==> src/rtl/al_dpram_pkg.sv <==
// Shared types and helpers for the distributed-RAM write scheduler.
package al_dpram_pkg;

    localparam int AW_DEF   = 4;
    localparam int DW_DEF   = 4;
    localparam int NREQ_MAX = 8;

    typedef enum logic {
        ST_CLEAR = 1'b0,
        ST_RUN   = 1'b1
    } state_e;

    // Returns {found, index} of the first set bit at or after ptr, wrapping at n-1 -> 0.
    function automatic logic [3:0] first_set_from(input logic [2:0]          ptr,
                                                  input logic [NREQ_MAX-1:0] vec,
                                                  input int                  n);
        logic [3:0] res;
        int         j;
        res = '0;
        // Walk from the farthest offset down so the nearest hit is the one kept.
        for (int i = NREQ_MAX - 1; i >= 0; i--) begin
            j = int'(ptr) + i;
            if (j >= n) j = j - n;
            if (i < n && vec[j[2:0]]) res = {1'b1, j[2:0]};
        end
        return res;
    endfunction

endpackage

==> src/rtl/al_rr_arbiter.sv <==
// Combinational round-robin arbiter; the rotating pointer is owned by the parent.
module al_rr_arbiter
    import al_dpram_pkg::*;
#(
    parameter int NREQ = 4,
    parameter int PW   = $clog2(NREQ)
) (
    input  logic [NREQ-1:0] req_i,
    input  logic            en_i,
    input  logic [PW-1:0]   ptr_i,
    output logic [NREQ-1:0] gnt_o,
    output logic [PW-1:0]   gnt_idx_o
);

    logic [NREQ_MAX-1:0] vec;
    logic [2:0]          ptr;
    logic [3:0]          res;

    always_comb begin
        vec             = '0;
        vec[NREQ-1:0]   = req_i;
        ptr             = '0;
        ptr[PW-1:0]     = ptr_i;
        res             = first_set_from(ptr, vec, NREQ);
        gnt_idx_o       = PW'(res[2:0]);
        gnt_o           = (en_i && res[3]) ? (NREQ'(1) << res[2:0]) : '0;
    end

endmodule

==> src/rtl/al_dpram_wr_sched.sv <==
// Write scheduler for one 16x4 distributed RAM: clears the array, then
// round-robins the single registered write port among NREQ requesters.
//
//   state    | meaning
//   ---------+------------------------------------------------------------
//   ST_CLEAR | writing CLR_VALUE to every address; no grants
//   ST_RUN   | RAM valid; one round-robin grant per clk onto the write pins
module al_dpram_wr_sched
    import al_dpram_pkg::*;
#(
    parameter int            NREQ       = 4,
    parameter int            AW         = AW_DEF,
    parameter int            DW         = DW_DEF,
    parameter logic [DW-1:0] CLR_VALUE  = '0,
    parameter bit            CLR_ON_RST = 1'b1
) (
    input  logic               clk_i,
    input  logic               srn_i,
    input  logic               clr_req_i,
    input  logic [NREQ-1:0]    req_valid_i,
    input  logic [NREQ*AW-1:0] req_addr_i,
    input  logic [NREQ*DW-1:0] req_data_i,
    output logic [NREQ-1:0]    req_ready_o,
    output logic               ram_we_o,
    output logic [AW-1:0]      ram_waddr_o,
    output logic [DW-1:0]      ram_di_o,
    output logic               init_done_o,
    output logic               busy_o
);

    localparam int PW = $clog2(NREQ);

    state_e          state_q, state_d;
    logic [AW:0]     cnt_q, cnt_d;
    logic [PW-1:0]   ptr_q, ptr_d;
    logic            we_q, we_d;
    logic [AW-1:0]   waddr_q, waddr_d;
    logic [DW-1:0]   di_q, di_d;
    logic            done_q, done_d;

    logic [NREQ-1:0] gnt;
    logic [PW-1:0]   gnt_idx;
    logic            arb_en;

    // A clear request beats any pending write in the same cycle.
    assign arb_en = (state_q == ST_RUN) && !clr_req_i;

    al_rr_arbiter #(.NREQ(NREQ), .PW(PW)) u_arb (
        .req_i     (req_valid_i),
        .en_i      (arb_en),
        .ptr_i     (ptr_q),
        .gnt_o     (gnt),
        .gnt_idx_o (gnt_idx)
    );

    assign req_ready_o = gnt;
    assign ram_we_o    = we_q;
    assign ram_waddr_o = waddr_q;
    assign ram_di_o    = di_q;
    assign init_done_o = done_q;
    assign busy_o      = (state_q == ST_CLEAR) || we_q;

    always_comb begin
        state_d = state_q;
        cnt_d   = cnt_q;
        ptr_d   = ptr_q;
        we_d    = 1'b0;
        waddr_d = waddr_q;
        di_d    = di_q;
        done_d  = done_q;
        case (state_q)
            ST_CLEAR: begin
                // MSB set means the last address has already been written.
                if (cnt_q[AW]) begin
                    state_d = ST_RUN;
                    done_d  = 1'b1;
                    cnt_d   = '0;
                end else begin
                    we_d    = 1'b1;
                    waddr_d = cnt_q[AW-1:0];
                    di_d    = CLR_VALUE;
                    cnt_d   = cnt_q + {{AW{1'b0}}, 1'b1};
                end
            end
            ST_RUN: begin
                if (clr_req_i) begin
                    state_d = ST_CLEAR;
                    done_d  = 1'b0;
                    cnt_d   = '0;
                end else if (|gnt) begin
                    we_d    = 1'b1;
                    waddr_d = req_addr_i[int'(gnt_idx)*AW +: AW];
                    di_d    = req_data_i[int'(gnt_idx)*DW +: DW];
                    ptr_d   = (gnt_idx == PW'(NREQ - 1)) ? '0 : gnt_idx + PW'(1);
                end
            end
            default: state_d = ST_CLEAR;
        endcase
    end

    always_ff @(posedge clk_i) begin
        if (!srn_i) begin
            state_q <= CLR_ON_RST ? ST_CLEAR : ST_RUN;
            cnt_q   <= '0;
            ptr_q   <= '0;
            we_q    <= 1'b0;
            waddr_q <= '0;
            di_q    <= '0;
            done_q  <= ~CLR_ON_RST;
        end else begin
            state_q <= state_d;
            cnt_q   <= cnt_d;
            ptr_q   <= ptr_d;
            we_q    <= we_d;
            waddr_q <= waddr_d;
            di_q    <= di_d;
            done_q  <= done_d;
        end
    end

endmodule

==> config.mk <==
export PLATFORM = sky130hd
export DESIGN_NAME = al_dpram_wr_sched
export DESIGN_NICKNAME = d
export VERILOG_FILES = /design/src/rtl/al_dpram_pkg.sv /design/src/rtl/al_rr_arbiter.sv /design/src/rtl/al_dpram_wr_sched.sv
export SDC_FILE = /design/constraint.sdc
export NUM_CORES = 1
export LEC_CHECK = 0
export ABC_AREA = 1
export ABC_CLOCK_PERIOD_IN_PS = 2500
export BUFFER_PORTS_ARGS = -buffer_cell sky130_fd_sc_hd__buf_2
export CAP_MARGIN = 10
export CORE_UTILIZATION = 30
export DETAILED_ROUTE_END_ITERATION = 10
export GPL_ROUTABILITY_DRIVEN = 0
export GPL_TIMING_DRIVEN = 0
export PLACE_DENSITY_LB_ADDON = 0.05
export SYNTH_ARGS = -nofsm -noshare
export SYNTH_HDL_FRONTEND = slang
export SYNTH_SLANG_ARGS = --single-unit
==> constraint.sdc <==
create_clock -name clk_i -period 2.5 [get_ports clk_i]
set_input_delay 0.375 -clock clk_i [delete_from_list [all_inputs] [get_ports clk_i]]
set_output_delay 0.375 -clock clk_i [all_outputs]
set_load 0.03 [all_outputs]
==> impl_metrics.ini, run 1 <==
[cells_and_area]
nNetsFinal = 393
drive_above_1_share_pct = 41.98
finalInstanceArea_um2 = 2580
fillers = 601
stdcell_count = 415
antennaDiodeCount = 0
syn_to_final_growth_pct = 48.03

[setup_path]
cp-end-kind = primary output
crit_fanout = 5
crit_family = simple AND/OR/NAND/NOR gates
reg2regPathDepth = 17
crit_path_start_kind = flip-flop
critPathSlowestCell = dfxtp_4
critical_path_arrival_ns = 2.22
cp.depth = 15
r2r_slack_ns = 0.05
required_ns = 2.12
critPathBufInv = 5
critical_path_class = flip-flop to primary output
cp_cell_sequence = buf_6 -> inv_8 -> ha_4 -> inv_6 -> nand3_4 -> nand2_4 -> nor2_8 -> nor2_4 -> nand3_2 -> buf_4 -> nand3_4 -> ha_4 -> nand2_1 -> nor2_2 -> buf_6
cpPeakStageDelay_ns = 0.35

[yosys]
yosysWarnings = 0
syn_nets = 317
synth_seq_area_share_pct = 20.67
synth.most_common_cell = nand2_1
syn_inst = 268
synth_area_leaders = dfxtp_1 (21%), nand2_1 (17%), inv_1 (7.5%), nand3_1 (7.5%), ha_1 (7.2%)
synth_compound_gate_area_share_pct = 7.681
ys_types = 30
synth.area.mux_share_pct = 0
synthFlopType = dfxtp_1
synthSimpleGateAreaFrac_pct = 50.54
syn-mean-instance-area_um2 = 6.503
syn_area_um2 = 1743
ys_ff_latch = 18
synthAdderAreaFrac_pct = 7.179
synth-xor-area-share_pct = 0
synth_edf_count = 0
synth_top_family_by_area = simple AND/OR/NAND/NOR gates
synthArstFlopShare_pct = 0
synthTopCellsByCount = nand2_1 (81), inv_1 (35), nand3_1 (26)
synth_area_leader_cell = dfxtp_1
synth_top_area_share_pct = 20.67

[placement]
numPortBuffers = 52
placed_cell_area_um2 = 2143
place_inst = 392
dp.final_hpwl_um = 3425

[drt]
ant_nets = 0
wirelength_um = 4941
routed_via_density = 4.448
vias = 1846
drt_iter0_markers = 41
post-route-drc-count = 0
wire_per_inst_um = 11.91
first_pass_iters = 4

[global_route]
grt_pass1_vias = 1633
overflow = 0
grt_max_degree = 11
antenna_found_initial = 0
grt_pass1_wl_um = 7872
track_usage_pct = 16.36

[timing]
worst_slack_ns = -0.09779
fin_tns_setup_ns = -0.3282
worst_slew_pin_slew_ns = 0.4902
clock_skew_ns = 0.006053
setup_viol = 4
final-hold-violation-count = 0
period_needed_ns = 2.598
rsz0062_at_grt = yes
slew_headroom_pct = 67.20
post-route-period-util_pct = 103.9
maxSlewViolCount = 0
fmax_ghz = 0.3849

[cts]
cts-root-buf = clkbuf_8
cts.sinks = 18
cts_buffers = 3
postCtsHoldBufs = 0
htree_levels = 1
path_clk_slew_ns = 0.07
clk_latency_ns = 0.26
tritoncts = yes
cts_buffer_depth = 2

[outcome]
violations = negative setup slack
status = finished with violations

[worst_hold_path]
hold_depth = 2
hp-class = input pin to flip-flop

[flow_run]
max_cap_viol_count = 0

[power]
vdd_drop_max_mv = 0.1505
power.leakage_nw = 1.254
pwr_density_cell_nw_per_um2 = 298.3

[floorplan]
rows = 27
start_util_pct = 31.46
core-area_um2 = 5540
die_area_um2 = 6118
dieHeight_um = 78.22
num_io_pins = 54
die_x_um = 78.22
[sequential cells by signal (all words and copies together), names as in the netlist]
name and cells:
init_done_o 1, cnt_q 5, ram_we_o 1, ram_di_o 4, ram_waddr_o 4, ptr_q 2
state_q 1
[final timing paths]
| path | startpoint | end |
|---|---|---|
| max | ptr_q[0] | req_ready_o[1] |
| max reg2reg | ptr_q[0] | ptr_q[0] |
| min reg2reg | ram_di_o[1] | ram_di_o[1] |
| min | clr_req_i | init_done_o |
[layout by cell type (no fill, tap or decap), types with 2 or more instances in the layout]
cell type | netlist | final
a211oi_1 | 2 | 2
a21oi_1 | 15 | 14
buf_2 | 1 | 49
buf_4 | 4 | 19
buf_6 | 3 | 10
clkbuf_8 | 0 | 4
clkinv_1 | 2 | 2
dfxtp_1 | 18 | 16
dfxtp_4 | 0 | 2
ha_1 | 10 | 5
ha_4 | 0 | 5
inv_1 | 35 | 33
inv_2 | 6 | 6
nand2_1 | 81 | 73
nand2_2 | 9 | 12
nand2_4 | 5 | 8
nand2_8 | 1 | 4
nand3_1 | 26 | 23
nand3_2 | 2 | 2
nand3_4 | 0 | 3
nand3b_1 | 16 | 16
nand4_1 | 9 | 9
nor2_1 | 8 | 3
nor2_2 | 2 | 4
nor2_4 | 2 | 5
nor2_8 | 2 | 2
o211ai_4 | 0 | 2
[layer usage]
metal	part of all wire (%)	vias to the layer above	track usage [%]	wire length (µm)
li1	-	997	-	-
met4	0.89	0	3.889	44
met3	3.0	5	2.558	147
met2	48	35	27.28	2374
met1	48	809	21.94	2375
met5	0	-	0	0
[cell families after synthesis]
logic type,count (synthesis)
and+or+nand+nor,165
buffers and inverters,53
AOI/OAI and AO/OA,22
DFF,18
adders and majority gates,10
[power by group]
part,switching (mW),internal [mW]
clock,0.106,0.140
combinational,0.125,0.100
sequential,0.00613,0.292
[through the flow]
step                      util [%]  total power [mW]  hold WS [ns]  setup slack, ns
after floorplan                  -            0.4337        0.4703          0.02372
after global placement       38.69            0.4908        0.4831          -0.3939
after detailed placement     38.69            0.4899        0.4899          -0.3988
after CTS                    44.60            0.7616        0.3237          -0.1064
after global routing         46.57            0.8151        0.3194          -0.1976
final                        46.57            0.7695        0.3321         -0.09779
[what timing repair did]
item	4_1_cts	5_1_grt
gates resized for setup	38	19
gates cloned	1	2
pin swaps	10	9
setup endpoints to repair	15	15
buffers inserted	15	3
hold endpoints to repair	0	0
[cell type report]
type	instances	area, µm²	share of cell area (%)
clock buffer	4	55.05	2.134
buffer	7	61.31	2.376
sequential	18	367.9	14.26
inverter	44	180.2	6.984
timing repair buffer	72	442.9	17.17
tap	72	90.09	3.492
multi-input combinational	198	1383	53.59
Power figures use the tool's default switching activity.
==> inputs of run 2 (changes only) <==
--- a/config.mk
+++ b/config.mk
@@ -6,7 +6,7 @@
 export NUM_CORES = 1
 export LEC_CHECK = 0
 export ABC_AREA = 1
-export ABC_CLOCK_PERIOD_IN_PS = 2500
+export ABC_CLOCK_PERIOD_IN_PS = 3300
 export BUFFER_PORTS_ARGS = -buffer_cell sky130_fd_sc_hd__buf_2
 export CAP_MARGIN = 10
 export CORE_UTILIZATION = 30
==> constraint.sdc (replaced) <==
create_clock -name clk_i -period 3.3 [get_ports clk_i]
set_input_delay 0.495 -clock clk_i [delete_from_list [all_inputs] [get_ports clk_i]]
set_output_delay 0.495 -clock clk_i [all_outputs]
set_load 0.03 [all_outputs]
==> impl_metrics.ini, run 2 (synthesis gave the netlist of run 1 again) <==
[timing]
maxSlewViolCount = 0
fmax_ghz = 0.3237
holdWs_ns = 0.4535
period_needed_ns = 3.089
rsz0062_at_grt = no
final-hold-violation-count = 0
clock_skew_ns = 0.005871
worst_slew_pin_slew_ns = 0.4284
setup_viol = 0
slew_headroom_pct = 71.33
post-route-period-util_pct = 93.61
fin_tns_setup_ns = 0
worst_slack_ns = 0.2108

[cells_and_area]
layout_commonest_cell = nand2_1
antennaDiodeCount = 0
nNetsFinal = 375
registers.top_by_ff_count = cnt_q
stdcell_count = 397
largest_reg_flops = 5
post-route-util_pct = 39.16
finalInstanceArea_um2 = 2170
syn_to_final_growth_pct = 24.48
final_cell_mix = nand2_1 (81), buf_2 (51), inv_1 (34), nand3_1 (26)
drive_above_1_share_pct = 31.38

[drt]
vias = 1781
routed_via_density = 4.486
first_pass_iters = 4
post-route-drc-count = 0
wirelength_um = 4238
drt_iter0_markers = 58
wire_per_inst_um = 10.68
ant_nets = 0

[floorplan]
core-area_um2 = 5540
dieHeight_um = 78.22
num_io_pins = 54
die_area_um2 = 6118
die_x_um = 78.22
start_util_pct = 31.46
rows = 27

[global_route]
grt_max_degree = 12
antenna_found_initial = 0
grt_pass1_wl_um = 7431
grt_pass1_vias = 1641
track_usage_pct = 15.19
overflow = 0

[power]
power.leakage_nw = 1.124
pwr_density_cell_nw_per_um2 = 253.2
finalPower_mw = 0.5493
vdd_drop_max_mv = 0.1133

[setup_path]
crit_path_start_kind = flip-flop
critical_path_arrival_ns = 2.59
crit_fanout = 11
critical_path_class = flip-flop to primary output
required_ns = 2.80
cp-end-kind = primary output

[cts]
clk_latency_ns = 0.26
tritoncts = yes
path_clk_slew_ns = 0.07
cts_buffer_depth = 2
cts-root-buf = clkbuf_8
postCtsHoldBufs = 0
cts.sinks = 18
htree_levels = 1
cts_buffers = 3

[placement]
numPortBuffers = 52
place_inst = 392
dpl_worst_slack_ns = 0.3100
dp.final_hpwl_um = 3420
placed_cell_area_um2 = 2093

[flow_run]
max_cap_viol_count = 0

[outcome]
status = finished clean

[worst_hold_path]
hp-class = input pin to flip-flop
==> run 2: worst paths after layout <==
| kind | start | endpoint | slack, ns | cells past startpoint |
|---|---|---|---|---|
| min reg2reg | ram_di_o[0] | ram_di_o[0] | 0.50 | 2 |
| min | clr_req_i | state_q | 0.45 | 2 |
| max | ptr_q[0] | req_ready_o[2] | 0.21 | 17 |
| max reg2reg | ptr_q[0] | ptr_q[0] | 0.47 | 19 |
==> run 2: report_power, final <==
part	switching, mW	internal (mW)	leakage [nW]	total [mW]
Sequential	0.00444	0.223	0.147	0.227
Combinational	0.0785	0.0589	0.948	0.137
Clock	0.0785	0.106	0.0288	0.185
==> run 2: what timing repair did <==
item                       4_1_cts  5_1_grt
setup endpoints to repair        0        4
gates resized for setup          0        7
setup buffers                    0        1
==> run 2: critical path, stage by stage (launching register included) <==
cell and delay [ns]:
dfxtp_2 0.37, buf_6 0.15, inv_6 0.06, ha_1 0.32
inv_2 0.12, nand3_2 0.09, nand2_2 0.11, nor2_8 0.06
inv_2 0.07, nand2_4 0.06, nand2_8 0.09, nand2_4 0.10
buf_6 0.16, inv_1 0.08, ha_1 0.18, nand2_1 0.06
nor2_1 0.08, clkbuf_4 0.19
==> run 2: area by class of cell <==
class,instances,area [µm²]
Fill cell,651,3371
Multi-Input combinational cell,197,1142
Sequential cell,18,362.8
Timing Repair Buffer,53,272.8
Inverter,44,170.2
Tap cell,72,90.09
Buffer,9,76.32
Clock buffer,4,55.05
==> run 2: per-layer routing <==
layer | wire length, µm | global-route usage, % | vias to the layer above
met4 | 32 | 2.778 | 0
met2 | 1822 | 25.09 | 45
met1 | 2202 | 20.51 | 761
met3 | 181 | 3.023 | 4
li1 | - | - | 971
met5 | 0 | 0 | -
==> inputs of run 3 (changes only) <==
--- a/config.mk
+++ b/config.mk
@@ -6,9 +6,10 @@
 export NUM_CORES = 1
 export LEC_CHECK = 0
 export ABC_AREA = 1
-export ABC_CLOCK_PERIOD_IN_PS = 3300
+export ABC_CLOCK_PERIOD_IN_PS = 3500
 export BUFFER_PORTS_ARGS = -buffer_cell sky130_fd_sc_hd__buf_2
 export CAP_MARGIN = 10
+export CORE_MARGIN = 5
 export CORE_UTILIZATION = 30
 export DETAILED_ROUTE_END_ITERATION = 10
 export GPL_ROUTABILITY_DRIVEN = 0
==> constraint.sdc (replaced) <==
create_clock -name clk_i -period 3.5 [get_ports clk_i]
set_input_delay 0.525 -clock clk_i [delete_from_list [all_inputs] [get_ports clk_i]]
set_output_delay 0.525 -clock clk_i [all_outputs]
set_load 0.03 [all_outputs]
==> impl_metrics.ini, run 3 (synthesis gave the netlist of run 1 again) <==
[timing]
slew_headroom_pct = 68.99
rsz0062_at_grt = no
setup_viol = 0
final-hold-violation-count = 0
period_needed_ns = 3.252
post-route-period-util_pct = 92.91
clock_skew_ns = 0.004014
fin_tns_setup_ns = 0
maxSlewViolCount = 0
worst_slew_pin_slew_ns = 0.4652
fmax_ghz = 0.3075

[placement]
dp.final_hpwl_um = 3698
numPortBuffers = 52

[floorplan]
dieHeight_um = 86.22
die_area_um2 = 7434
num_io_pins = 54
die_x_um = 86.22
start_util_pct = 31.27
core-area_um2 = 5574
rows = 27

[cts]
postCtsHoldBufs = 0
tritoncts = yes
cts_buffers = 3
cts_buffer_depth = 2
postCtsSetupBuffers = 0
htree_levels = 1
cts-root-buf = clkbuf_8
postCtsResizedCells = 0
cts.sinks = 18
clk_latency_ns = 0.25
path_clk_slew_ns = 0.07

[setup_path]
r2r-start = ptr_q[0]
cp-end-kind = primary output
reg2regPathDepth = 18
critical_path_arrival_ns = 2.73
crit_path_start_kind = flip-flop
r2r_slack_ns = 0.53
crit_fanout = 11
required_ns = 2.97
critical_path_class = flip-flop to primary output
r2r-end = ptr_q[0]

[power]
vdd_drop_max_mv = 0.1922
power.leakage_nw = 1.117
pwr_density_cell_nw_per_um2 = 239.4

[worst_hold_path]
min_from = clr_req_i
hp-class = input pin to flip-flop
hold_depth = 2
min_to = init_done_o

[cells_and_area]
final_cell_mix = nand2_1 (81), buf_2 (53), inv_1 (35), nand3_1 (26), dfxtp_1 (18)
largest_reg_flops = 5
post-route-util_pct = 38.54
syn_to_final_growth_pct = 23.26
drive_above_1_share_pct = 29.94
layout_commonest_cell = nand2_1
nNetsFinal = 374
antennaDiodeCount = 0
registers.top_by_ff_count = cnt_q

[drt]
post-route-drc-count = 0
drt_iter0_markers = 54
wirelength_um = 4649
first_pass_iters = 4
routed_via_density = 4.543
ant_nets = 0
vias = 1799
wire_per_inst_um = 11.74

[global_route]
gr-max-usage-layer = met2
grt_max_degree = 12
grt_pass1_vias = 1781
met1_usage_pct = 17.69
antenna_found_initial = 0
met3_usage_pct = 2.567
gr-usage-met2_pct = 21.72
grt_pass1_wl_um = 7983
overflow = 0
track_usage_pct = 12.95

[flow_run]
max_cap_viol_count = 0

[outcome]
status = finished clean
==> run 3: metrics by stage <==
stage	worst slack, ns	cell area (µm²)	hold slack (ns)	std cells	power (mW)
2_1_floorplan	0.5883	1743	0.4703	268	0.3074
3_3_place_gp	0.4647	2093	0.4958	392	0.3508
3_5_place_dp	0.4909	2093	0.4968	392	0.3505
4_1_cts	0.2040	2148	0.4839	396	0.5226
5_1_grt	0.001356	2148	0.4980	396	0.5479
6_report	0.2480	2148	0.4981	396	0.5142
==> run 3: layer usage <==
layer / vias to the layer above / routed length (µm)
li1: 967 / -
met1: 790 / 2276
met2: 38 / 2121
met3: 4 / 209
met4: 0 / 41
met5: - / 0
==> run 3: worst max-delay path by stage <==
stage / from / end / cells past startpoint
6_report: ptr_q[0] / req_ready_o[2] / 17
5_1_grt: ptr_q[0] / req_ready_o[0] / 17
2_1_floorplan: ptr_q[0] / req_ready_o[2] / 16
4_1_cts: ptr_q[0] / req_ready_o[2] / 17
3_5_place_dp: ptr_q[0] / req_ready_o[2] / 17
3_3_place_gp: ptr_q[0] / req_ready_o[2] / 17
==> run 3: area by class of cell <==
class	count	area, µm²
Timing Repair Buffer	52	260.3
Inverter	44	170.2
Sequential cell	18	360.3
Fill cell	641	3426
Multi-Input combinational cell	197	1140
Tap cell	72	90.09
Buffer	9	72.57
Clock buffer	4	55.05
==> run 3: power breakdown <==
| part | leakage (nW) | internal (mW) | switching (mW) |
|---|---|---|---|
| Clock | 0.0288 | 0.0999 | 0.0707 |
| Combinational | 0.942 | 0.0546 | 0.0744 |
| Sequential | 0.146 | 0.210 | 0.00444 |
==> run 3: worst max-delay path, cell delays in order, from the launching register on <==
cell and delay, ns:
dfxtp_1 0.40, buf_6 0.17, inv_6 0.06, ha_1 0.30
inv_1 0.19, nand3_2 0.11, nand2_2 0.11, nor2_8 0.06
inv_2 0.07, nand2_4 0.06, nand2_8 0.09, nand2_4 0.10
buf_6 0.16, inv_1 0.08, ha_1 0.18, nand2_1 0.06
nor2_1 0.07, buf_2 0.20
